## src/rtl/ccip_sched_pkg.sv

```systemverilog
// Shared constants and helpers for the CCI-P channel schedulers: mdata tag
// layout, index/counter widths and one-hot decode.
package ccip_sched_pkg;

  localparam int MDATA_W     = 16;
  localparam int DEF_TAG_LSB = 12;
  localparam int DEF_MAX_OUT = 32;

  function automatic int idxWidth(input int n);
    return (n > 1) ? $clog2(n) : 1;
  endfunction

  function automatic int cntWidth(input int maxOut);
    return $clog2(maxOut + 1);
  endfunction

  localparam int DEF_CNT_W = cntWidth(DEF_MAX_OUT);

  // Lowest set bit wins; callers only pass one-hot or zero vectors.
  function automatic int onehotToIdx(input logic [31:0] oneHot);
    int idx;
    idx = 0;
    for (int k = 31; k >= 0; k--) begin
      if (oneHot[k]) idx = k;
    end
    return idx;
  endfunction

endpackage

```

## src/rtl/rr_arbiter.sv

```systemverilog
// Combinational round-robin arbiter: one-hot grant to the first requester at
// or above ptr, wrapping from N-1 back to 0.
module rr_arbiter
  import ccip_sched_pkg::*;
#(
  parameter int N  = 9,
  parameter int IW = idxWidth(N)
) (
  input  logic [N-1:0]  req,
  input  logic [IW-1:0] ptr,
  output logic [N-1:0]  grant
);

  always_comb begin
    int   idx;
    logic found;
    grant = '0;
    found = 1'b0;
    idx   = 0;
    for (int k = 0; k < N; k++) begin
      idx = int'(ptr) + k;
      if (idx >= N) idx = idx - N;
      if (!found && req[IW'(idx)]) begin
        grant[IW'(idx)] = 1'b1;
        found           = 1'b1;
      end
    end
  end

endmodule

```

## src/rtl/ccip_c0_rr_sched.sv

```systemverilog
// Shares the upstream c0 read-request channel among NUM_PORTS requesters,
// tags requests with the port index and routes responses back by that tag.
module ccip_c0_rr_sched
  import ccip_sched_pkg::*;
#(
  parameter int NUM_PORTS = 9,
  parameter int HDR_W     = 74,
  parameter int DATA_W    = 512,
  parameter int MAX_OUT   = DEF_MAX_OUT,
  parameter int TAG_LSB   = DEF_TAG_LSB
) (
  input  logic                       pClk,
  input  logic                       SoftReset,
  input  logic [NUM_PORTS-1:0]       req_valid,
  input  logic [NUM_PORTS*HDR_W-1:0] req_hdr,
  output logic [NUM_PORTS-1:0]       req_ready,
  input  logic                       tx_almfull,
  output logic                       tx_valid,
  output logic [HDR_W-1:0]           tx_hdr,
  input  logic                       rx_valid,
  input  logic [MDATA_W-1:0]         rx_mdata,
  input  logic [DATA_W-1:0]          rx_data,
  output logic [NUM_PORTS-1:0]       rsp_valid,
  output logic [MDATA_W-1:0]         rsp_mdata,
  output logic [DATA_W-1:0]          rsp_data,
  output logic                       err_sticky
);

  localparam int IDX_W = idxWidth(NUM_PORTS);
  localparam int CNT_W = cntWidth(MAX_OUT);
  localparam int TAG_W = MDATA_W - TAG_LSB;
  localparam logic [MDATA_W-1:0] TAG_MASK = {{TAG_W{1'b1}}, {TAG_LSB{1'b0}}};

  logic [CNT_W-1:0]     cnt [NUM_PORTS];
  logic [IDX_W-1:0]     ptr;
  logic [NUM_PORTS-1:0] notFull, cntZero, eligible, grant, rspOneHot;
  logic [IDX_W-1:0]     grantIdx;
  logic [HDR_W-1:0]     taggedHdr;
  logic [TAG_W-1:0]     rspTag;
  logic                 tagOk, underflow;

  assign rspTag    = rx_mdata[MDATA_W-1:TAG_LSB];
  assign tagOk     = {{(32-TAG_W){1'b0}}, rspTag} < NUM_PORTS;
  assign eligible  = req_valid & notFull & {NUM_PORTS{~tx_almfull & ~SoftReset}};
  assign req_ready = grant;
  assign grantIdx  = IDX_W'(onehotToIdx(32'(grant)));
  assign underflow = |(rspOneHot & cntZero);

  rr_arbiter #(.N(NUM_PORTS), .IW(IDX_W)) uArb (
    .req   (eligible),
    .ptr   (ptr),
    .grant (grant)
  );

  genvar gi;
  generate
    for (gi = 0; gi < NUM_PORTS; gi++) begin : gPort
      logic inc, dec;
      assign rspOneHot[gi] = rx_valid & tagOk & (rspTag == TAG_W'(gi));
      assign cntZero[gi]   = (cnt[gi] == '0);
      assign notFull[gi]   = (cnt[gi] != CNT_W'(MAX_OUT));
      assign inc           = grant[gi];
      // A response against an empty counter is flagged, never wrapped.
      assign dec           = rspOneHot[gi] & ~cntZero[gi];

      always_ff @(posedge pClk) begin
        if (SoftReset)        cnt[gi] <= '0;
        else if (inc && !dec) cnt[gi] <= cnt[gi] + 1'b1;
        else if (dec && !inc) cnt[gi] <= cnt[gi] - 1'b1;
      end
    end
  endgenerate

  always_comb begin
    taggedHdr = '0;
    for (int k = 0; k < NUM_PORTS; k++) begin
      if (grant[k]) taggedHdr = req_hdr[k*HDR_W +: HDR_W];
    end
    taggedHdr[MDATA_W-1:TAG_LSB] = TAG_W'(grantIdx);
  end

  always_ff @(posedge pClk) begin
    if (SoftReset) begin
      ptr        <= '0;
      tx_valid   <= 1'b0;
      tx_hdr     <= '0;
      rsp_valid  <= '0;
      rsp_mdata  <= '0;
      rsp_data   <= '0;
      err_sticky <= 1'b0;
    end else begin
      tx_valid  <= |grant;
      rsp_valid <= rspOneHot;
      if (|grant) begin
        tx_hdr <= taggedHdr;
        ptr    <= (grantIdx == IDX_W'(NUM_PORTS - 1)) ? '0 : grantIdx + 1'b1;
      end
      if (rx_valid && tagOk) begin
        rsp_mdata <= rx_mdata & ~TAG_MASK;
        rsp_data  <= rx_data;
      end
      if ((rx_valid && !tagOk) || underflow) err_sticky <= 1'b1;
    end
  end

endmodule

```

## config.mk

```make
export PLATFORM = sky130hd
export DESIGN_NAME = ccip_c0_rr_sched
export DESIGN_NICKNAME = d
export VERILOG_FILES = /design/src/rtl/ccip_sched_pkg.sv /design/src/rtl/rr_arbiter.sv /design/src/rtl/ccip_c0_rr_sched.sv
export SDC_FILE = /design/constraint.sdc
export NUM_CORES = 2
export LEC_CHECK = 0
export BUFFER_PORTS_ARGS = -buffer_cell sky130_fd_sc_hd__buf_2
export CAP_MARGIN = 10
export CORE_AREA = 5 5 708 710
export CTS_CLUSTER_DIAMETER = 30
export DETAILED_ROUTE_END_ITERATION = 12
export DIE_AREA = 0 0 713 715
export HOLD_SLACK_MARGIN = 0.03
export PLACE_DENSITY_LB_ADDON = 0.08
export SYNTH_ARGS = -nofsm -noshare
export SYNTH_HDL_FRONTEND = slang
export SYNTH_SLANG_ARGS = --single-unit
```

## constraint.sdc

```tcl
create_clock -name pClk -period 7.3 [get_ports pClk]
set_input_delay 1.46 -clock pClk [delete_from_list [all_inputs] [get_ports pClk]]
set_output_delay 1.46 -clock pClk [all_outputs]
set_load 0.1 [all_outputs]
```

# Yosys cells after proc, flatten, opt, wreduce, memory -nomap -nowiden
# Memories as Yosys holds them, arrays and structs flattened.
# Cells that the tools add are included.
[totals]
register_bits = 613
mem_count = 1
mem_bits_rw = 54
[memory_table]
columns = ["memory", "depth", "width", "read_ports", "rd_ports_with_merged_regs", "write_ports", "line", "text"]
rows = [
  ["cnt", 9, 6, 9, 0, 9, "ccip_c0_rr_sched.sv:34", "logic [CNT_W-1:0] cnt [NUM_PORTS];"],
]
[op_classes]
order_cmp = 28
n_eq_ne = 18
bitwise_logic = 60
muxes = 173
n_addsub = 36
reduce_logical = 77
[op_table]
columns = ["op", "count"]
rows = [
  ["74-bit two-way mux", 9],
  ["6-bit two-way mux", 18],
  ["1-bit two-way mux", 100],
  ["9-bit two-way mux", 9],
  ["4-bit two-way mux", 19],
  ["9-bit bitwise OR", 8],
  ["6-bit by 1-bit adder with 6-bit output (second input constant)", 9],
  ["6-bit zero test", 9],
  ["4-bit by 6-bit less-than comparator with 1-bit output (second input constant)", 9],
  ["6-bit inequality test (second input constant)", 9],
  ["6-bit by 1-bit subtractor with 6-bit output (second input constant)", 9],
  ["5-bit by 4-bit >= comparator with 1-bit output (second input constant)", 8],
  ["1-bit logical AND", 37],
  ["1-bit binary-select mux with 4-bit select", 9],
  ["1-bit demux with 4-bit select", 9],
  ["4-bit by 1-bit >= comparator with 1-bit output (second input constant)", 9],
  ["4-bit subtractor (second input constant)", 9],
  ["9-bit bitwise AND", 3],
  ["1-bit zero test", 27],
  ["4-bit by 3-bit adder with 5-bit output (second input constant)", 4],
  ["1-bit bitwise AND", 20],
  ["1-bit bitwise OR", 18],
  ["9-bit OR reduction", 2],
  ["4-bit by 3-bit equality test with 1-bit output (second input constant)", 4],
  ["other kinds (12)", 25],
]

# Longest topological paths before layout
# An unclocked memory read counts as a cell.
[depth]
word_depth = 43
depth_mapped = 29

# Modules after synthesis
# From an unflattened synthesis, not the netlist that was laid out.
[unflattened]
hier_cells = 4597
hier_area_um2 = 34578.2
[by_module_without_submodules]
columns = ["mod", "area_each_um2", "n_inst", "cells_each"]
rows = [
  ["ccip_c0_rr_sched", 30449.2, 1, 3984],
  ["rr_arbiter", 4129.0, 1, 613],
]

# Least setup slack after synthesis
# OpenSTA, ideal clock, no wires.
[synth_timing]
path_kind = "input to output"
startpoint = "input SoftReset"
endpoint = "output req_ready[7]"
t_required_ns = 5.840
path_slack_ns = 0.806
t_arrival_ns = 5.034
n_path_buf = 5
stages = 14
path_cell_list = "clkbuf_1 -> or2_1 -> clkbuf_1 -> a211oi_2 -> nor4_1 -> a31oi_1 -> and3_1 -> clkbuf_1 -> a2111oi_0 -> nand4_1 -> o211ai_1 -> a211o_1 -> buf_2 -> clkbuf_1"
[synth_via]
elab_chain_cells = 31
elab_cells_between_ends = 71
[synth_rtl]
columns = ["item", "line", "text"]
rows = [
  ["start, declared", "ccip_c0_rr_sched.sv:13", "input logic SoftReset,"],
  ["1-bit inverter (*)", "ccip_c0_rr_sched.sv:44", "assign eligible = req_valid & notFull & {NUM_PORTS{~tx_almfull & ~SoftReset}};"],
  ["1-bit bitwise AND (*)", "ccip_c0_rr_sched.sv:44", ""],
  ["9-bit bitwise AND (*)", "ccip_c0_rr_sched.sv:44", ""],
  ["1-bit binary-select mux with 4-bit select", "rr_arbiter.sv:23", "if (!found && req[IW'(idx)]) begin"],
  ["1-bit two-way mux (not written as such) (2 in series)", "rr_arbiter.sv:23", ""],
  ["1-bit two-way mux", "rr_arbiter.sv:23", ""],
  ["1-bit zero test", "rr_arbiter.sv:23", ""],
  ["1-bit logical AND", "rr_arbiter.sv:23", ""],
  ["(+14 left out)", "n/a", ""],
  ["1-bit logical AND", "rr_arbiter.sv:23", ""],
  ["1-bit two-way mux", "rr_arbiter.sv:23", ""],
  ["1-bit zero test", "rr_arbiter.sv:23", ""],
  ["1-bit logical AND", "rr_arbiter.sv:23", ""],
  ["1-bit two-way mux", "rr_arbiter.sv:23", ""],
  ["1-bit zero test", "rr_arbiter.sv:23", ""],
  ["1-bit logical AND", "rr_arbiter.sv:23", ""],
  ["9-bit two-way mux (*)", "rr_arbiter.sv:23", ""],
  ["end, declared", "ccip_c0_rr_sched.sv:16", "output logic [NUM_PORTS-1:0] req_ready,"],
]
# Every way passes the cells marked *; elsewhere a longest branch is shown, timed or not. The select of a mux whose other input is x is not followed.

==> impl_results.md <==
* Synthesized netlist cell count at 4398
* IO Pins at 1829
* Vias in the first global route at 46100
* Critical Path Start Type: register
* Top achievable clock speed at 140 MHz
* Initial Util at 6.89%
* Synth async-reset ratio at 0%
* Worst path max stage delay at between 0.7 and 0.8 ns
* Most Crowded Layer GR: met2
* H-tree depth at 5
* Peak VDD IR at 0.339 mV
* Num rows at 259
* Fraction of layout cells with a size suffix above 1 at 40.8%
* Clock slew at reported path FFs at 0.03 ns
* GR Overflow Total at 0
* DP Worst Slack at 0.715 ns
* CP arrival at 5.68 ns
* Via density per instance at 3.41
* DRT Pass-1 Iters at 8
* Crit. End Element: primary output
* Crit path from: cnt[5][0]
* Reg-to-Reg End: tx_hdr[7]
* GPL Wtd Cong at just under 0.9
* Post-detail-place hpwl at 319 mm
* Crit Path Class: register to primary output
* CTS tree: yes
* Clock buffer depth at 4
* Clk_skew at roughly 0.073 ns
* # port buffers at 1717
* Clock root cell: clkbuf_16
* Post-synthesis cell area at approximately 0.034 mm2
* Skew-Pair Late Insertion Delay at 0.90 ns
* MaxCap Viol Count at 0
* Hold path depth at 2
* Syn_area_per_cell at 7.76 um2
* Setup TNS at 0 ns
* WL final at ~380 mm
* CTS Buf Count at 320
* Worst reg2reg path depth at 21
* All-Layer GR Usage at 14.1%
* Crit path max fanout at 6
* Grt met1 use at 17.5%
* Slew Limit Fails at 0
* Nets@finish at 7744
* Crit-path leading delay family: compound AO/OA/AOI/OAI gates
* Slew @ Worst Pin at around 1.1 ns
* Largest net degree at the start of global routing at 136
* Final setup margin at 0.156 ns
* First-pass GRT wire length at 482 mm
* Worst EP required at 5.84 ns
* DRT iter0 DRCs at between 2000 and 2500
* Antenna Nets Post-Route at 0
* Reg2Reg Setup Slack at 1.11 ns
* RSZ-0062 raised after global routing: false
* Routed WL per cell at 28.5 um
* Slew HR at 29.2%
* Final setup vio count at 0
* Die W at around 700 um
* Initial antenna violation count at 310
* Synth Warn # at 0
* Worst setup path endpoint: req_ready[7]
* Final hold violation count at 0
* RR Startpoint: cnt[5][0]
* Status: completed
* Static Leak at 0.0261 uW
* Crit path buf inv count at 4
* Worst path depth at 14
* Seq/Total Area, Yosys at 40.7%
* CTS Sinks at 667
* Die Area at 0.510 mm2
* CP dominant cell by count: buf_4
* PwrDens at approximately 490 mW/mm2
* Die H at ~720 um
* Crit path max-delay cell type: o21ai_0
* Via count at 45400
* #FFs+latches synth at approximately 670
* Post-synth EDFFs at 54
* Synth cell types at 109
* DRC Markers at 0
* Fin crit share at 97.9%
* Synthesis-to-layout area growth at 87.0%
* HP Class: register to register
* M3 GR Usage at about 6.2%
* Min cycle time layout at 7.14 ns
* CORE AREA at about 0.5 mm2
* Worst path cell trace: inv_1, ha_1, or4b_1, o21ai_0, o221a_2, a211oi_1, and3_1, a2111oi_1, buf_4, nand4_1, o211ai_1, buf_4, a211o_4, buf_12
* Post-synth top flop: dfxtp_1
* Met2 usage at 22.6%
## placed cells by master (no fill, tap or decap), types with 87 or more instances in the layout
cell type and n:
buf_2 1708, nand2_1 1206, dfxtp_1 612, a21oi_1 602
buf_4 392, clkbuf_16 321, nor2_1 116, nand3_1 110
clkbuf_1 110, a221oi_1 97, a31oi_1 91, o211ai_1 87
## how the worst min path moves through the flow
stage,startpoint,endpoint,slack [ns]
2_1_floorplan,cnt[8][0],cnt[8][0],0.57
3_3_place_gp,rsp_data[236],rsp_data[236],0.44
3_5_place_dp,rsp_data[214],rsp_data[214],0.44
4_1_cts,rsp_data[161],rsp_data[161],0.45
5_1_grt,rsp_data[275],rsp_data[275],0.46
6_report,rsp_data[257],rsp_data[257],0.45
## worst register-to-register path: stages, from the launching register on
cell and delay (ns):
edfxtp_1 0.46, inv_1 0.12, ha_1 0.24, or4b_1 0.58, o21ai_0 0.71, o221a_2 0.32
a211oi_1 0.07, and3_1 0.26, a2111oi_1 0.52, buf_4 0.20, nand4_1 0.26, nor2_1 0.17
a311oi_1 0.09, buf_4 0.25, o2111a_4 0.14, inv_4 0.10, buf_4 0.27, buf_4 0.39
a221oi_1 0.15, or4_1 0.53, buf_4 0.21, o211ai_1 0.12
## layer usage
layer / vias to the layer above / share of wire [%]
li1: 20200 / -
met3: 793 / 11
met2: 2236 / 44
met4: 94 / 2.6
met1: 22000 / 42
met5: - / 0.17
## sequential cells by signal, indices dropped and copies added, names as in the netlist
signal,flops
rsp_mdata,12
tx_valid,1
tx_hdr,74
rsp_valid,9
rsp_data,512
err_sticky,1
cnt,54
ptr,4
## kinds of logic (layout without fill, tap and decap cells)
logic type	after synthesis	count (layout)	share of synthesized area, %
multiplexers	34	34	1.05
XOR/XNOR	28	28	0.719
AO/OA/AOI/OAI	1357	1357	26.3
AND/OR/NAND/NOR	1824	1824	24.0
other	1	49	0.0110
buffers and inverters	444	2763	5.52
adder cells (fa/ha/maj)	43	43	1.60
flip-flops	667	667	40.7
## through the flow
step	util (%)	hold slack (ns)	cell area [um2]	cells	power (uW)
floorplan	-	0.574	34100	4402	12200
global placement	10.8	0.442	53400	12700	19100
detailed placement	10.8	0.444	53400	12700	19000
CTS	12.9	0.450	63700	13200	31900
global route	12.9	0.463	63700	13300	32900
finish	12.9	0.448	63800	13300	31300
## area by class of cell
| cell class | count | area, um2 |
|---|---|---|
| Sequential cell | 667 | 13900 |
| Clock buffer | 514 | 9590 |
| Clock inverter | 35 | 646 |
| Fill cell | 57400 | 431000 |
| Timing Repair Buffer | 2162 | 12700 |
| Inverter | 52 | 203 |
| Multi-Input combinational cell | 3291 | 18500 |
| Antenna cell | 44 | 110 |
| Tap cell | 6525 | 8160 |
## power breakdown
part           total, uW  internal (uW)  leakage, uW  switching (uW)
Sequential          4650           4240      0.00558             410
Combinational      14200           4670       0.0156            9500
Clock              12500           8810      0.00496            3720
Total              31300          17700       0.0261           13600
## Yosys cell counts (27+ instances only)
| library cell | n | area (um2) |
|---|---|---|
| a221oi_1 | 97 | 850 |
| edfxtp_1 | 54 | 1620 |
| ha_1 | 42 | 526 |
| o21ai_0 | 54 | 270 |
| a32o_1 | 72 | 721 |
| a21oi_1 | 602 | 3010 |
| inv_1 | 45 | 169 |
| or4_1 | 82 | 616 |
| nand2b_1 | 27 | 169 |
| mux2i_1 | 28 | 280 |
| o211ai_1 | 87 | 653 |
| nor2_1 | 118 | 443 |
| buf_2 | 55 | 275 |
| o22ai_1 | 83 | 519 |
| nor2b_1 | 83 | 519 |
| nand3_1 | 110 | 551 |
| clkbuf_1 | 288 | 1080 |
| a31o_2 | 70 | 613 |
| nor3_1 | 41 | 205 |
| dfxtp_1 | 613 | 12300 |
| nand2_1 | 1207 | 4530 |
| a31oi_1 | 91 | 569 |
## what timing repair did
action / CTS / global route
hold endpoints to repair: 0 / 0
resized for setup: 3 / 1
setup buffers: 0 / 0
hold buffers: 0 / 0
setup endpoints to repair: 5 / 1
Power figures use the tool's default switching activity.
